--- src/rtl/skew_feeder_pkg.sv ---
// Shared definitions for the systolic-engine operand feeders.
// Latency: n/a (constants and types only).
// Backpressure: n/a.
package skew_feeder_pkg;

   localparam int ENG_DATA_WIDTH = 32;
   localparam int ENG_BUS_WIDTH  = 64;
   localparam int ENG_MAX_DIM    = ENG_BUS_WIDTH / ENG_DATA_WIDTH;

   typedef enum logic [1:0] {
      ST_IDLE      = 2'd0,
      ST_LOAD      = 2'd1,
      ST_WAIT_PEER = 2'd2,
      ST_STREAM    = 2'd3
   } state_t;

   // B mode: lane = column, A mode: lane = row
   localparam logic MODE_B = 1'b0;
   localparam logic MODE_A = 1'b1;

endpackage

--- src/rtl/skew_lane_mux.sv ---
// Selects one lane's element of the skewed stream from the stored matrix.
// Latency: combinational.
// Backpressure: none; the caller registers the result.
// Ports: mem (stored matrix, mem[row][col]), t (step), lane (lane index),
//        depth/lanes (D/L for the current mode), mode, elem (selected element or 0).
module skew_lane_mux
   import skew_feeder_pkg::*;
#(
   parameter int DATA_WIDTH = ENG_DATA_WIDTH,
   parameter int MAX_DIM    = ENG_MAX_DIM,
   parameter int CNT_W      = 4
) (
   input  logic [MAX_DIM-1:0][MAX_DIM-1:0][DATA_WIDTH-1:0] mem,
   input  logic [CNT_W-1:0]                                 t,
   input  logic [CNT_W-1:0]                                 lane,
   input  logic [CNT_W-1:0]                                 depth,
   input  logic [CNT_W-1:0]                                 lanes,
   input  logic                                             mode,
   output logic [DATA_WIDTH-1:0]                            elem
);

   localparam int IW = $clog2(MAX_DIM);

   logic [CNT_W-1:0] idx;
   logic [IW-1:0]    r_i;
   logic [IW-1:0]    l_i;

   // idx wraps when t < lane; the t >= lane guard below discards that case.
   assign idx = t - lane;
   assign r_i = idx[IW-1:0];
   assign l_i = lane[IW-1:0];

   always_comb begin
      elem = '0;
      if ((t >= lane) && (idx < depth) && (lane < lanes)) begin
         if (mode == MODE_A) begin
            elem = mem[l_i][r_i];
         end else begin
            elem = mem[r_i][l_i];
         end
      end
   end

endmodule

--- src/rtl/skew_feeder.sv ---
// Loads an operand matrix row by row, then streams it as a skewed zero-padded vector sequence.
// Latency: first vector one cycle after peer_loaded is sampled in WAIT_PEER; one step per accepted cycle.
// Backpressure: out_ready low holds the registered vector and step counter, no bubble.
// Ports: clk, reset (async active-low), clear (sync abort), start + cfg_rows/cfg_cols/cfg_mode,
//        wr_en + bus (row load), peer_loaded, out_ready; vector, out_valid, loaded,
//        stream_done (pulse), cfg_err (pulse).
module skew_feeder
   import skew_feeder_pkg::*;
#(
   parameter  int DATA_WIDTH = ENG_DATA_WIDTH,
   parameter  int BUS_WIDTH  = ENG_BUS_WIDTH,
   parameter  int CNT_W      = 4,
   localparam int MAX_DIM    = BUS_WIDTH / DATA_WIDTH
) (
   input  logic                          clk,
   input  logic                          reset,
   input  logic                          clear,
   input  logic                          start,
   input  logic [CNT_W-1:0]              cfg_rows,
   input  logic [CNT_W-1:0]              cfg_cols,
   input  logic                          cfg_mode,
   input  logic                          wr_en,
   input  logic [BUS_WIDTH-1:0]          bus,
   input  logic                          peer_loaded,
   input  logic                          out_ready,
   output logic [DATA_WIDTH*MAX_DIM-1:0] vector,
   output logic                          out_valid,
   output logic                          loaded,
   output logic                          stream_done,
   output logic                          cfg_err
);

   localparam int IW = $clog2(MAX_DIM);

   state_t state, state_nxt;

   logic [MAX_DIM-1:0][MAX_DIM-1:0][DATA_WIDTH-1:0] mem;
   logic [MAX_DIM-1:0][DATA_WIDTH-1:0]              row_wdat;
   logic [MAX_DIM-1:0][DATA_WIDTH-1:0]              lane_vec;
   logic [MAX_DIM-1:0][DATA_WIDTH-1:0]              vec_q;

   logic [CNT_W-1:0] rows_q, cols_q, row_cnt, t_cnt;
   logic             mode_q;
   logic [CNT_W-1:0] depth, lanes, t_last, t_sel;
   logic             cfg_bad, row_last, step_last;
   logic             go_load, go_write, go_stream, go_step, go_done, go_err;

   assign depth  = (mode_q == MODE_A) ? cols_q : rows_q;
   assign lanes  = (mode_q == MODE_A) ? rows_q : cols_q;
   // Last step index is D + MAX_DIM - 2; the MAX_DIM term keeps both feeders the same length.
   assign t_last    = depth + CNT_W'(MAX_DIM - 2);
   assign step_last = (t_cnt == t_last);
   assign row_last  = (row_cnt == rows_q - CNT_W'(1));

   // Lane muxes look one step ahead so the vector register loads the step about to be shown.
   assign t_sel = (state == ST_STREAM) ? t_cnt + CNT_W'(1) : '0;

   assign cfg_bad = (cfg_rows == '0) || (cfg_rows > CNT_W'(MAX_DIM)) ||
                    (cfg_cols == '0) || (cfg_cols > CNT_W'(MAX_DIM));

   always_comb begin
      row_wdat = '0;
      for (int c = 0; c < MAX_DIM; c++) begin
         if (CNT_W'(c) < cols_q) begin
            row_wdat[c] = bus[c*DATA_WIDTH +: DATA_WIDTH];
         end
      end
   end

   for (genvar l = 0; l < MAX_DIM; l++) begin : g_lane
      skew_lane_mux #(
         .DATA_WIDTH (DATA_WIDTH),
         .MAX_DIM    (MAX_DIM),
         .CNT_W      (CNT_W)
      ) u_mux (
         .mem   (mem),
         .t     (t_sel),
         .lane  (CNT_W'(l)),
         .depth (depth),
         .lanes (lanes),
         .mode  (mode_q),
         .elem  (lane_vec[l])
      );
   end

   always_ff @(posedge clk or negedge reset) begin
      if (!reset) begin
         state <= ST_IDLE;
      end else begin
         state <= state_nxt;
      end
   end

   always_comb begin
      state_nxt = state;
      go_load   = 1'b0;
      go_write  = 1'b0;
      go_stream = 1'b0;
      go_step   = 1'b0;
      go_done   = 1'b0;
      go_err    = 1'b0;
      if (clear) begin
         state_nxt = ST_IDLE;
      end else begin
         case (state)
            ST_IDLE: begin
               if (start) begin
                  if (cfg_bad) begin
                     go_err = 1'b1;
                  end else begin
                     go_load   = 1'b1;
                     state_nxt = ST_LOAD;
                  end
               end
            end
            ST_LOAD: begin
               if (wr_en) begin
                  go_write = 1'b1;
                  if (row_last) begin
                     state_nxt = ST_WAIT_PEER;
                  end
               end
            end
            ST_WAIT_PEER: begin
               if (peer_loaded) begin
                  go_stream = 1'b1;
                  state_nxt = ST_STREAM;
               end
            end
            ST_STREAM: begin
               if (out_valid && out_ready) begin
                  if (step_last) begin
                     go_done   = 1'b1;
                     state_nxt = ST_IDLE;
                  end else begin
                     go_step = 1'b1;
                  end
               end
            end
            default: state_nxt = ST_IDLE;
         endcase
      end
   end

   always_ff @(posedge clk or negedge reset) begin
      if (!reset) begin
         mem         <= '0;
         rows_q      <= '0;
         cols_q      <= '0;
         mode_q      <= MODE_B;
         row_cnt     <= '0;
         t_cnt       <= '0;
         vec_q       <= '0;
         out_valid   <= 1'b0;
         loaded      <= 1'b0;
         stream_done <= 1'b0;
         cfg_err     <= 1'b0;
      end else begin
         stream_done <= go_done;
         cfg_err     <= go_err;
         if (clear) begin
            vec_q     <= '0;
            out_valid <= 1'b0;
            loaded    <= 1'b0;
         end
         if (go_load) begin
            rows_q  <= cfg_rows;
            cols_q  <= cfg_cols;
            mode_q  <= cfg_mode;
            row_cnt <= '0;
            mem     <= '0;
         end
         if (go_write) begin
            mem[row_cnt[IW-1:0]] <= row_wdat;
            row_cnt              <= row_cnt + CNT_W'(1);
            if (row_last) begin
               loaded <= 1'b1;
            end
         end
         if (go_stream) begin
            t_cnt     <= '0;
            vec_q     <= lane_vec;
            out_valid <= 1'b1;
         end
         if (go_step) begin
            t_cnt <= t_cnt + CNT_W'(1);
            vec_q <= lane_vec;
         end
         if (go_done) begin
            vec_q     <= '0;
            out_valid <= 1'b0;
            loaded    <= 1'b0;
         end
      end
   end

   assign vector = vec_q;

endmodule

--- config.mk ---
export PLATFORM = sky130hd
export DESIGN_NAME = skew_feeder
export DESIGN_NICKNAME = d
export VERILOG_FILES = /design/src/rtl/skew_feeder_pkg.sv /design/src/rtl/skew_lane_mux.sv /design/src/rtl/skew_feeder.sv
export SDC_FILE = /design/constraint.sdc
export NUM_CORES = 1
export LEC_CHECK = 0
export ABC_CLOCK_PERIOD_IN_PS = 3700
export CAP_MARGIN = 20
export CORE_ASPECT_RATIO = 0.5
export CORE_MARGIN = 10
export CORE_UTILIZATION = 30
export CTS_BUF_LIST = sky130_fd_sc_hd__clkbuf_8
export DETAILED_ROUTE_END_ITERATION = 8
export GPL_TIMING_DRIVEN = 1
export PLACE_DENSITY_LB_ADDON = 0.2
export SLEW_MARGIN = 0
export SYNTH_ARGS = -nofsm -noshare
export SYNTH_HDL_FRONTEND = slang
export SYNTH_SLANG_ARGS = --single-unit
--- constraint.sdc ---
create_clock -name clk -period 3.7 [get_ports clk]
set_input_delay 0.37 -clock clk [delete_from_list [all_inputs] [get_ports clk]]
set_output_delay 0.37 -clock clk [all_outputs]
set_load 0.05 [all_outputs]
==> results of run 1 <==
## routing by layer
| metal | part of all wire [%] | global-route usage (%) |
|---|---|---|
| met4 | 1.8 | 3.93 |
| met2 | 50 | 23.8 |
| met3 | 3.2 | 2.41 |
| met5 | 0 | 0 |
| met1 | 45 | 17.8 |
## registers in the layout, summed over array words and instances, names as in the netlist
signal	count
vector	64
mem	128
rows_q	4
mode_q	1
state	2
out_valid	1
t_cnt	4
cols_q	4
cfg_err	1
stream_done	1
row_cnt	4
loaded	1
## layout make-up
cell class	instances	area, sq um	share of cell area, %
Clock inverter	15	71.3	0.580
Antenna cell	1	2.50	0.0204
Inverter	14	52.6	0.428
Timing Repair Buffer	165	1650	13.4
Clock buffer	47	647	5.26
Tap cell	432	541	4.40
Sequential cell	215	5380	43.8
Multi-Input combinational cell	591	3940	32.1
## layout by cell type (no fill, tap or decap), types with 8 or more instances in the layout
cell                                n
sky130_fd_sc_hd__buf_4             14
sky130_fd_sc_hd__ha_1              14
sky130_fd_sc_hd__a21oi_1           68
sky130_fd_sc_hd__xnor2_1           12
sky130_fd_sc_hd__clkbuf_8          47
sky130_fd_sc_hd__nand3_1            8
sky130_fd_sc_hd__inv_1             23
sky130_fd_sc_hd__nand2_1           85
sky130_fd_sc_hd__mux2i_1           68
sky130_fd_sc_hd__dfrtp_1          214
sky130_fd_sc_hd__a22o_1           128
sky130_fd_sc_hd__nor2_1            71
sky130_fd_sc_hd__clkdlybuf4s50_1  146
sky130_fd_sc_hd__o21ai_0           72
## cells by family after synthesis
group,synth area share [%]
flip-flops,55.9
multiplexers,7.07
adder cells (fa/ha/maj),1.82
buffers and inverters,3.63
AND/OR/NAND/NOR,9.15
XOR/XNOR,1.55
AO/OA/AOI/OAI,20.9
## worst paths after layout
kind	startpoint	end	cells past startpoint	slack, ns
setup / recovery	mode_q	vector[22]	7	0.71
hold / removal	reset	vector[27]	2	0.43
setup reg to reg	mode_q	vector[22]	7	0.71
hold reg to reg	vector[12]	vector[12]	2	0.48
max in group asynchronous	reset	mem[42]	3	2.20
min in group clk	cfg_mode	mode_q	3	0.45
## power by group
part	leakage [nW]	total, mW	switching (mW)	internal [mW]
sequential	2.99	2.67	0.153	2.52
combinational	1.75	0.735	0.374	0.361
clock	0.410	2.12	0.976	1.14
## critical path: cells and delay by family, from the launching register on
kind	cells	cell delay, ns
simple gates	1	0.33
buf+inv	1	0.22
compound gates	3	0.87
mux	1	0.47
xor+xnor	1	0.20
flops	1	0.75
## stage by stage
step                power, mW  hold slack (ns)  cell area (sq um)  worst slack, ns
floorplan                3.14           0.0744               9620            0.823
global placement         3.44            0.467              11600            0.687
detailed placement       3.45            0.470              11600            0.665
CTS                      5.60            0.436              12300            0.679
global route             5.82            0.446              12300            0.480
finish                   5.52            0.428              12300            0.713
==> qor.json, run 1 <==
{
  "wirelength": {"value": 28.2, "unit": "mm"},
  "cts_root_buffer": {"value": "sky130_fd_sc_hd__clkbuf_8"},
  "timing.setup.critical_path_class": {"value": "reg -> reg"},
  "max-cap-violations": {"value": 0},
  "num-fill-cells": {"value": 3150},
  "resized_gates_after_cts": {"value": 0},
  "die_area": {"value": 40100, "unit": "sq um"},
  "period_minus_slack": {"value": 2.99, "unit": "ns"},
  "globalRoute.totalOverflow": {"value": 0},
  "end_kind": {"value": "flip-flop"},
  "vias": {"value": 7386},
  "final_layout_size_suffix_gt1_share": {"value": 8.40, "unit": "%"},
  "synthesis.yosys.warnings": {"value": 0},
  "global_route.usage.total": {"value": 14.0, "unit": "%"},
  "placed_cells_incl_taps": {"value": 1416},
  "fp.dieH": {"value": 147, "unit": "um"},
  "synth_edf_count": {"value": 0},
  "netlist-cell-type-count": {"value": 48},
  "library_cell_occupying_the_most_area_in_the_post_synthesis_netlist": {"value": "sky130_fd_sc_hd__dfrtp_1"},
  "total_leakage_power": {"value": 5.15, "unit": "nW"},
  "routedWlPerCell": {"value": 19.0, "unit": "um"},
  "post-route-drc-count": {"value": 0},
  "synth_common_cells": {"value": "sky130_fd_sc_hd__dfrtp_1, sky130_fd_sc_hd__a22o_1, sky130_fd_sc_hd__nand2_1"},
  "antenna_violating_nets_post_route": {"value": 0},
  "synthMostInstantiatedCell": {"value": "sky130_fd_sc_hd__dfrtp_1"},
  "slowest_stage_delay_on_critical_path": {"value": 0.75, "unit": "ns"},
  "slew_violations": {"value": 0},
  "first_global_vias": {"value": 7721},
  "initial_utilization": {"value": 30.4, "unit": "%"},
  "critical_path.startpoint_type": {"value": "flip-flop"},
  "hpwl": {"value": 18.4, "unit": "mm"},
  "global_route_wire_length_before_repair": {"value": 45.6, "unit": "mm"},
  "io_buffers": {"value": 147},
  "synth_cells": {"value": 884},
  "layout.nets": {"value": 1117},
  "netlist_area": {"value": 9620, "unit": "sq um"},
  "post_cts_hold_buffer_count": {"value": 1},
  "setup_repair_after_global_routing_missed_its_margin": {"value": "no"},
  "worst-slew-pin-transition": {"value": 0.977, "unit": "ns"},
  "tritoncts": {"value": "done"},
  "routed_via_density": {"value": 4.99},
  "design.core.area": {"value": 31700, "unit": "sq um"},
  "fmaxAchievable": {"value": 335, "unit": "MHz"},
  "rows": {"value": 46},
  "die_width": {"value": 273, "unit": "um"},
  "cts_buffer_depth": {"value": 3},
  "clk_pin_slew_worst_paths": {"value": 0.06, "unit": "ns"},
  "setup_viol": {"value": 0},
  "tritoncts_num_sinks": {"value": 215},
  "async_reset_ff_share": {"value": 100, "unit": "%"},
  "critPathRequiredTime": {"value": 4.08, "unit": "ns"},
  "clock_insertion_delay_at_the_later_pin_of_the_skew_report": {"value": 0.53, "unit": "ns"},
  "final_cell_count_no_fill": {"value": 1480},
  "antenna_violations_before_repair": {"value": 1},
  "drt-pass1-iter-count": {"value": 5},
  "share_of_the_synthesized_area_in_the_top_cell_type": {"value": 55.9, "unit": "%"},
  "pin_count_of_the_biggest_net_entering_global_routing": {"value": 108},
  "finalWeightedCongestion": {"value": 0.768},
  "run_status": {"value": "complete, no violations"},
  "synth_flop_cell": {"value": "sky130_fd_sc_hd__dfrtp_1"},
  "drt_iter0_drc": {"value": 599},
  "fin_setup_tns": {"value": 0, "unit": "ns"},
  "clock_tree.htree_level_count": {"value": 2},
  "vdd_drop_max": {"value": 0.174, "unit": "mV"},
  "number_of_buffers_added_by_the_clock_tree_synthesis_step": {"value": 36},
  "clock_skew": {"value": 0.0330, "unit": "ns"},
  "syn-num-nets": {"value": 978},
  "top_cells_by_area_in_the_synthesized_netlist": {"value": "sky130_fd_sc_hd__dfrtp_1, sky130_fd_sc_hd__a22o_1, sky130_fd_sc_hd__mux2i_1"},
  "crit_chain": {"value": "mux2i_1 -> xnor2_1 -> o41ai_4 -> o21ai_2 -> nand3_2 -> buf_12 -> o21ai_0"},
  "post_cts_buffers": {"value": 0},
  "hold_path_class": {"value": "in -> async"},
  "num_io_pins": {"value": 148},
  "synth.yosys.seq_area_share": {"value": 55.9, "unit": "%"},
  "layout_area_growth_over_synthesis": {"value": 27.7, "unit": "%"},
  "final_core_util": {"value": 38.8, "unit": "%"},
  "slowest_stage": {"value": "sky130_fd_sc_hd__dfrtp_4"},
  "cp_data_arrival_time": {"value": 3.37, "unit": "ns"},
  "timing_hold_violations_final": {"value": 0},
  "maxSlewHeadroom": {"value": 34.9, "unit": "%"},
  "final_min_period_over_clock_period": {"value": 80.7, "unit": "%"},
  "crit_fanout": {"value": 27},
  "syn-mean-instance-area": {"value": 10.9, "unit": "sq um"},
  "power_per_cell_area": {"value": 449, "unit": "nW/um^2"},
  "number_of_storage_elements_in_the_synthesis_netlist": {"value": 215}
}
No activity file was read; power rests on OpenSTA's default activity.
==> run 2, diff against run 1 <==
--- a/config.mk
+++ b/config.mk
@@ -5,7 +5,7 @@
 export SDC_FILE = /design/constraint.sdc
 export NUM_CORES = 1
 export LEC_CHECK = 0
-export ABC_CLOCK_PERIOD_IN_PS = 3700
+export ABC_CLOCK_PERIOD_IN_PS = 2500
 export CAP_MARGIN = 20
 export CORE_ASPECT_RATIO = 0.5
 export CORE_MARGIN = 10
==> constraint.sdc (replaced) <==
create_clock -name clk -period 2.5 [get_ports clk]
set_input_delay 0.25 -clock clk [delete_from_list [all_inputs] [get_ports clk]]
set_output_delay 0.25 -clock clk [all_outputs]
set_load 0.05 [all_outputs]
==> qor.json, run 2 (synthesized netlist as in run 1, its figures left out) <==
{
  "die_area": {"value": 40100, "unit": "sq um", "change": "unchanged"},
  "rows": {"value": 46, "change": "unchanged"},
  "startpoint_of_the_most_critical_setup_path": {"value": "t_cnt[0]"},
  "layout.nets": {"value": 1152, "change": "+3.1%"},
  "clk_pin_slew_worst_paths": {"value": 0.06, "unit": "ns", "change": "about the same"},
  "sw_share": {"value": 27.5, "unit": "%", "change": "+0.25 points"},
  "clock_tree.htree_level_count": {"value": 2, "change": "unchanged"},
  "maxSlewHeadroom": {"value": 55.0, "unit": "%", "change": "+20 points"},
  "total_leakage_power": {"value": 5.38, "unit": "nW", "change": "+4.4%"},
  "route.top_layer_used": {"value": "met4"},
  "layout.cells.most_common_list": {"value": "sky130_fd_sc_hd__dfrtp_1, sky130_fd_sc_hd__clkdlybuf4s50_1, sky130_fd_sc_hd__a22o_1, sky130_fd_sc_hd__nand2_1, sky130_fd_sc_hd__nor2_1"},
  "slew_violations": {"value": 0, "change": "unchanged"},
  "die_width": {"value": 273, "unit": "um", "change": "unchanged"},
  "power_per_cell_area": {"value": 632, "unit": "nW/um^2", "change": "+41%"},
  "pin_count_of_the_biggest_net_entering_global_routing": {"value": 83, "change": "-23%"},
  "max-cap-violations": {"value": 0, "change": "unchanged"},
  "cts_root_buffer": {"value": "sky130_fd_sc_hd__clkbuf_8"},
  "vias": {"value": 7474, "change": "+1.2%"},
  "drt-pass1-iter-count": {"value": 4, "change": "-1"},
  "run_status": {"value": "complete, no violations"},
  "period_minus_slack": {"value": 2.45, "unit": "ns", "change": "-0.540 ns"},
  "design.core.area": {"value": 31700, "unit": "sq um", "change": "unchanged"},
  "clock_insertion_delay_at_the_later_pin_of_the_skew_report": {"value": 0.53, "unit": "ns", "change": "about the same"},
  "clock_skew": {"value": 0.0102, "unit": "ns", "change": "-0.0228 ns"},
  "finalWeightedCongestion": {"value": 0.773, "change": "+0.59%"},
  "hpwl": {"value": 19.3, "unit": "mm", "change": "+5.3%"},
  "comb_power_share": {"value": 15.3, "unit": "%", "change": "+2.0 points"},
  "first_global_vias": {"value": 7861, "change": "+1.8%"},
  "place_ws": {"value": -0.00598, "unit": "ns", "change": "-0.671 ns"},
  "p_seq_share": {"value": 48.5, "unit": "%", "change": "+0.2 points"},
  "post-route-drc-count": {"value": 0, "change": "unchanged"},
  "fp.dieH": {"value": 147, "unit": "um", "change": "unchanged"},
  "cp_data_arrival_time": {"value": 2.90, "unit": "ns", "change": "-0.47 ns"},
  "number_of_buffers_added_by_the_clock_tree_synthesis_step": {"value": 35, "change": "-2.8%"},
  "setup_viol": {"value": 0, "change": "unchanged"},
  "vdd_drop_max": {"value": 0.223, "unit": "mV", "change": "+28%"},
  "tritoncts_num_sinks": {"value": 215, "change": "unchanged"},
  "post-layout-total-power": {"value": 8.07, "unit": "mW", "change": "+46%"},
  "final_min_period_over_clock_period": {"value": 97.9, "unit": "%", "change": "+17 points"},
  "antennaDiodeCount": {"value": 0, "change": "-1"},
  "worst-slew-pin-transition": {"value": 0.675, "unit": "ns", "change": "-0.302 ns"},
  "met1_length": {"value": 13.5, "unit": "mm", "change": "+7.0%"},
  "crit_fanout": {"value": 10, "change": "-63%"},
  "end_kind": {"value": "flip-flop"},
  "storage_cell_area": {"value": 5390, "unit": "sq um", "change": "about the same"},
  "antenna_violating_nets_post_route": {"value": 0, "change": "unchanged"},
  "p_int": {"value": 5.86, "unit": "mW", "change": "+46%"},
  "globalRoute.totalOverflow": {"value": 0, "change": "unchanged"},
  "largest_register_ff_count": {"value": 128, "change": "unchanged"},
  "num-fill-cells": {"value": 3084, "change": "-2.1%"},
  "tritoncts": {"value": "done"},
  "critPathRequiredTime": {"value": 2.95, "unit": "ns", "change": "-1.13 ns"},
  "drt_iter0_drc": {"value": 381, "change": "-36%"},
  "layout_area_growth_over_synthesis": {"value": 32.7, "unit": "%"},
  "routedWlPerCell": {"value": 19.6, "unit": "um", "change": "+3.1%"},
  "layout.cells.most_common": {"value": "sky130_fd_sc_hd__dfrtp_1"},
  "critical_path.startpoint_type": {"value": "flip-flop"},
  "area_of_combinational_cells_with_multiple_inputs": {"value": 4040, "unit": "sq um", "change": "+2.6%"},
  "r2r-start": {"value": "t_cnt[0]"},
  "regMostFlops": {"value": "mem"},
  "timing_hold_violations_final": {"value": 0, "change": "unchanged"},
  "global_route.usage.total": {"value": 14.3, "unit": "%", "change": "+0.35 points"},
  "routed_via_density": {"value": 4.96, "change": "-0.62%"},
  "setup_repair_after_global_routing_missed_its_margin": {"value": "yes"},
  "num_io_pins": {"value": 148, "change": "unchanged"},
  "final_layout_size_suffix_gt1_share": {"value": 12.1, "unit": "%", "change": "+3.7 points"},
  "global_route_wire_length_before_repair": {"value": 46.0, "unit": "mm", "change": "+0.89%"},
  "fmaxAchievable": {"value": 409, "unit": "MHz", "change": "+22%"},
  "hold_path_class": {"value": "in -> async"},
  "power_switching": {"value": 2.22, "unit": "mW", "change": "+48%"},
  "clkPwrFrac": {"value": 36.3, "unit": "%", "change": "-2.0 points"},
  "cts_buffer_depth": {"value": 3, "change": "unchanged"},
  "timing.setup.critical_path_class": {"value": "reg -> reg"},
  "wirelength": {"value": 29.6, "unit": "mm", "change": "+4.9%"},
  "met2_length": {"value": 14.6, "unit": "mm", "change": "+3.5%"},
  "fin_ws": {"value": 0.0528, "unit": "ns", "change": "-0.660 ns"},
  "io_buffers": {"value": 147, "change": "unchanged"},
  "antenna_violations_before_repair": {"value": 0, "change": "-1"},
  "initial_utilization": {"value": 30.4, "unit": "%", "change": "unchanged"},
  "met3RoutedLength": {"value": 988, "unit": "um", "change": "+8.8%"}
}
run 2: changes by cell type in the layout (fill, tap and decap cells not counted), sizes merged:
| cell | change |
|---|---|
| diode | -1 |
| clkbuf | -1 |
| clkinv | -5 |
| buf | +33 |
| clkinvlp | +1 |
run 2: critical path, cell delays in order, from the launching register on:
cell                        delay, ns
sky130_fd_sc_hd__dfrtp_2         0.44
sky130_fd_sc_hd__ha_4            0.18
sky130_fd_sc_hd__xor2_1          0.15
sky130_fd_sc_hd__nand2_1         0.10
sky130_fd_sc_hd__nand3_2         0.07
sky130_fd_sc_hd__xor2_1          0.16
sky130_fd_sc_hd__ha_1            0.30
sky130_fd_sc_hd__a21oi_2         0.13
sky130_fd_sc_hd__o311a_1         0.22
sky130_fd_sc_hd__nand4_4         0.11
sky130_fd_sc_hd__buf_12          0.17
sky130_fd_sc_hd__clkbuf_16       0.17
sky130_fd_sc_hd__o21ai_0         0.15
run 2: area by class of cell:
| type | instances | share of cell area (%) |
|---|---|---|
| clock buffers | 43 | 4.63 |
| repair buffers | 201 | 16.6 |
| clock inverters | 11 | 0.353 |
| inverters | 14 | 0.411 |
| flip-flops and latches | 215 | 42.2 |
| well taps | 432 | 4.23 |
| multi-input cells | 591 | 31.6 |
run 2: final timing paths:
kind / end / slack (ns) / cells after the start
setup / recovery: vector[42] / 0.05 / 12
hold / removal: vector[7] / 0.27 / 2
setup reg to reg: vector[42] / 0.05 / 12
hold reg to reg: vector[48] / 0.48 / 2
max in group asynchronous: mem[89] / 1.40 / 3
min in group clk: mode_q / 0.29 / 3
run 2: power groups by stage:
stage | Combinational [mW] | Sequential (mW) | Clock (mW)
global route | 1.36 | 3.94 | 3.20
global placement | 1.21 | 3.95 | 0
detailed placement | 1.23 | 3.96 | 0
CTS | 1.24 | 3.91 | 3.03
finish | 1.23 | 3.91 | 2.93
floorplan | 0.715 | 3.93 | 0
run 2: stage by stage:
| step | hold WS (ns) | instances | setup TNS, ns | area [sq um] | utilization (%) |
|---|---|---|---|---|---|
| after global routing | 0.301 | 1507 | -1.38 | 12800 | 40.3 |
| after floorplan | -0.0456 | 884 | -0.320 | 9660 | - |
| after CTS | 0.281 | 1499 | 0 | 12600 | 39.7 |
| after global placement | 0.286 | 1444 | -0.435 | 11900 | 37.6 |
| final | 0.274 | 1507 | 0 | 12800 | 40.3 |
| after detailed placement | 0.291 | 1444 | -0.0154 | 11900 | 37.6 |
run 2: layer usage:
| layer | GRT usage [%] | vias to the layer above |
|---|---|---|
| met5 | 0 | - |
| met4 | 3.85 | 0 |
| met3 | 2.64 | 43 |
| met2 | 24.2 | 117 |
| met1 | 18.4 | 3795 |
| li1 | - | 3519 |
run 2: repair_timing:
item | CTS | global route
gates resized for setup | 3 | 50
setup endpoints to repair | 20 | 66
pin swaps | 2 | 11
hold endpoints to repair | 76 | 0
hold buffers | 1 | 0
setup buffers | 0 | 5
cloned | 0 | 3
==> run 3, diff against run 2 <==
--- a/config.mk
+++ b/config.mk
@@ -14,6 +14,8 @@
 export DETAILED_ROUTE_END_ITERATION = 8
 export GPL_TIMING_DRIVEN = 1
 export PLACE_DENSITY_LB_ADDON = 0.2
+export SETUP_SLACK_MARGIN = 0.3
+export SKIP_LAST_GASP = 1
 export SLEW_MARGIN = 0
 export SYNTH_ARGS = -nofsm -noshare
 export SYNTH_HDL_FRONTEND = slang
==> qor.json, run 3 (synthesized netlist as in run 1, its figures left out) <==
{
  "vdd_drop_max": {"value": 0.278, "unit": "mV", "change": "+24%"},
  "cts_root_buffer": {"value": "sky130_fd_sc_hd__clkbuf_8"},
  "hpwl": {"value": 18.8, "unit": "mm", "change": "-3.1%"},
  "r2r-start": {"value": "t_cnt[1]"},
  "hold_path_class": {"value": "in -> reg"},
  "num_io_pins": {"value": 148, "change": "unchanged"},
  "flop2flop_setup_slack": {"value": 0.13, "unit": "ns", "change": "+0.07 ns"},
  "tritoncts": {"value": "done"},
  "cts_buffer_depth": {"value": 3, "change": "unchanged"},
  "io_buffers": {"value": 147, "change": "unchanged"},
  "slowest_stage_delay_on_critical_path": {"value": 0.42, "unit": "ns", "change": "-0.02 ns"},
  "timing.critical_path.mode_cell": {"value": "sky130_fd_sc_hd__xor2_1"},
  "fin_setup_tns": {"value": 0, "unit": "ns", "change": "unchanged"},
  "whs_path_depth": {"value": 3},
  "post-layout-total-power": {"value": 8.37, "unit": "mW", "change": "+3.6%"},
  "slowest_stage": {"value": "sky130_fd_sc_hd__dfrtp_1"},
  "timing_hold_violations_final": {"value": 0, "change": "unchanged"},
  "design.core.area": {"value": 31700, "unit": "sq um", "change": "unchanged"},
  "holdPathEnd": {"value": "mode_q"},
  "largest_register_ff_count": {"value": 128, "change": "unchanged"},
  "global_route.usage.total": {"value": 14.7, "unit": "%", "change": "+0.37 points"},
  "setup_viol": {"value": 0, "change": "unchanged"},
  "clk_pin_slew_worst_paths": {"value": 0.07, "unit": "ns", "change": "about the same"},
  "period_minus_slack": {"value": 2.37, "unit": "ns", "change": "-0.0741 ns"},
  "crit_fanout": {"value": 17, "change": "+7"},
  "cp_data_arrival_time": {"value": 2.82, "unit": "ns", "change": "-0.08 ns"},
  "run_status": {"value": "complete, no violations"},
  "first_global_vias": {"value": 7952, "change": "+1.2%"},
  "worstPathBufferInverterCount": {"value": 2, "change": "unchanged"},
  "die_width": {"value": 273, "unit": "um", "change": "unchanged"},
  "drt_iter0_drc": {"value": 549, "change": "+44%"},
  "clock_skew": {"value": 0.0156, "unit": "ns", "change": "+0.00545 ns"},
  "reg2regPathDepth": {"value": 11, "change": "-1"},
  "critical_path.startpoint_type": {"value": "flip-flop"},
  "global_route_wire_length_before_repair": {"value": 47.2, "unit": "mm", "change": "+2.5%"},
  "startpoint_of_the_most_critical_setup_path": {"value": "t_cnt[1]"},
  "regMostFlops": {"value": "mem"},
  "critical_path.reg2reg.endpoint": {"value": "vector[32]"},
  "tritoncts_num_sinks": {"value": 215, "change": "unchanged"},
  "final_core_util": {"value": 40.8, "unit": "%", "change": "+0.47 points"},
  "number_of_buffers_added_by_the_clock_tree_synthesis_step": {"value": 37, "change": "+5.7%"},
  "post-route-drc-count": {"value": 0, "change": "unchanged"},
  "final_layout_size_suffix_gt1_share": {"value": 13.9, "unit": "%", "change": "+1.8 points"},
  "layout_area_growth_over_synthesis": {"value": 34.3, "unit": "%"},
  "initial_utilization": {"value": 30.4, "unit": "%", "change": "unchanged"},
  "antenna_violations_before_repair": {"value": 0, "change": "unchanged"},
  "fmaxAchievable": {"value": 421, "unit": "MHz", "change": "+3.1%"},
  "globalRoute.totalOverflow": {"value": 0, "change": "unchanged"},
  "power_per_cell_area": {"value": 648, "unit": "nW/um^2", "change": "+2.4%"},
  "worst-slew-pin-transition": {"value": 0.826, "unit": "ns", "change": "+0.150 ns"},
  "routed_via_density": {"value": 4.94, "change": "-0.48%"},
  "end_kind": {"value": "flip-flop"},
  "layout.cells.most_common_list": {"value": "sky130_fd_sc_hd__dfrtp_1, sky130_fd_sc_hd__clkdlybuf4s50_1, sky130_fd_sc_hd__a22o_1, sky130_fd_sc_hd__nand2_1, sky130_fd_sc_hd__nor2_1"},
  "pin_count_of_the_biggest_net_entering_global_routing": {"value": 99, "change": "+19%"},
  "crit_chain": {"value": "nand3_1 -> xor2_1 -> nand2b_4 -> buf_4 -> xor2_1 -> ha_1 -> a21oi_1 -> o311a_1 -> nand4_4 -> buf_12 -> o21ai_0"},
  "total_leakage_power": {"value": 5.40, "unit": "nW", "change": "+0.44%"},
  "hold_path.startpoint": {"value": "cfg_mode"},
  "clock_insertion_delay_at_the_later_pin_of_the_skew_report": {"value": 0.54, "unit": "ns", "change": "about the same"},
  "layout.cells.most_common": {"value": "sky130_fd_sc_hd__dfrtp_1"},
  "fp.dieH": {"value": 147, "unit": "um", "change": "unchanged"},
  "critPathRequiredTime": {"value": 2.95, "unit": "ns", "change": "about the same"},
  "antenna_violating_nets_post_route": {"value": 0, "change": "unchanged"},
  "routedWlPerCell": {"value": 19.7, "unit": "um", "change": "+0.67%"},
  "finalWeightedCongestion": {"value": 0.770, "change": "-0.43%"},
  "slew_violations": {"value": 0, "change": "unchanged"},
  "antennaDiodeCount": {"value": 0, "change": "unchanged"},
  "timing.setup.critical_path_class": {"value": "reg -> reg"},
  "setup_repair_after_global_routing_missed_its_margin": {"value": "yes"},
  "critical-path-top-delay-family": {"value": "compound AO/OA/AOI/OAI gates"},
  "wirelength": {"value": 29.9, "unit": "mm", "change": "+1.1%"},
  "vias": {"value": 7468, "change": "-0.080%"},
  "maxSlewHeadroom": {"value": 45.0, "unit": "%", "change": "-10 points"},
  "final_min_period_over_clock_period": {"value": 94.9, "unit": "%", "change": "-3.0 points"},
  "rows": {"value": 46, "change": "unchanged"},
  "drt-pass1-iter-count": {"value": 5, "change": "+1"},
  "die_area": {"value": 40100, "unit": "sq um", "change": "unchanged"},
  "clock_tree.htree_level_count": {"value": 2, "change": "unchanged"},
  "max-cap-violations": {"value": 0, "change": "unchanged"},
  "layout.nets": {"value": 1151, "change": "-0.087%"}
}
==> run 3: cell types whose count changed in the layout (fill, tap and decap cells not counted), sizes merged <==
cell / delta
buf: -1
clkbuf: +4
clkinv: +3
clkinvlp: -1
inv: +1
==> run 3: routing by layer <==
layer  global-route usage (%)  up-vias  share of wire [%]
li1                         -     3529                  -
met1                     19.0     3786                 46
met3                     2.72       36                3.4
met5                        0        -                  0
met2                     24.8      117                 49
met4                     3.71        0                1.4
==> run 3: worst max-delay path by stage <==
stage                             to  slack, ns  depth (start not counted)
after CTS                 vector[33]       0.14                         11
after global placement      state[0]       0.01                          8
final                     vector[32]       0.13                         11
after floorplan           vector[36]       0.11                         13
after detailed placement    state[0]     -0.003                          8
after global routing      vector[32]      -0.04                         11
==> run 3: power by group <==
| group | internal (mW) | switching (mW) | leakage [nW] | total [mW] |
|---|---|---|---|---|
| registers | 3.73 | 0.180 | 2.99 | 3.91 |
| clock network | 1.75 | 1.45 | 0.422 | 3.20 |
| logic | 0.618 | 0.645 | 1.99 | 1.26 |
==> run 3: through the flow <==
step	worst slack [ns]	hold WS [ns]	area, sq um	instances
floorplan	0.110	-0.0456	9690	884
global placement	0.0103	0.268	11900	1439
detailed placement	-0.00274	0.271	11900	1439
CTS	0.139	0.214	12800	1511
global route	-0.0402	0.227	12900	1513
finish	0.127	0.245	12900	1513
==> run 3: area by class of cell <==
cell class              count  area [sq um]
inverters                  14          52.6
fillers                  3090         18700
flip-flops and latches    215          5380
repair buffers            198          2090
clock buffers              49           674
clock inverters            14          61.3
multi-input cells         591          4120
well taps                 432           541
==> run 3: worst min-delay path: cells and delay by family <==
kind                   cells  cell delay, ns
AND/OR/NAND/NOR            2            0.09
buffers and inverters      1            0.40
==> run 3: timing repair <==
item	4_1_cts	5_1_grt
gates cloned	2	1
pin swaps	12	4
setup buffers	6	1
hold buffers	1	0
setup endpoints to repair	66	66
gates resized for setup	35	22
endpoints found under the hold margin	69	0
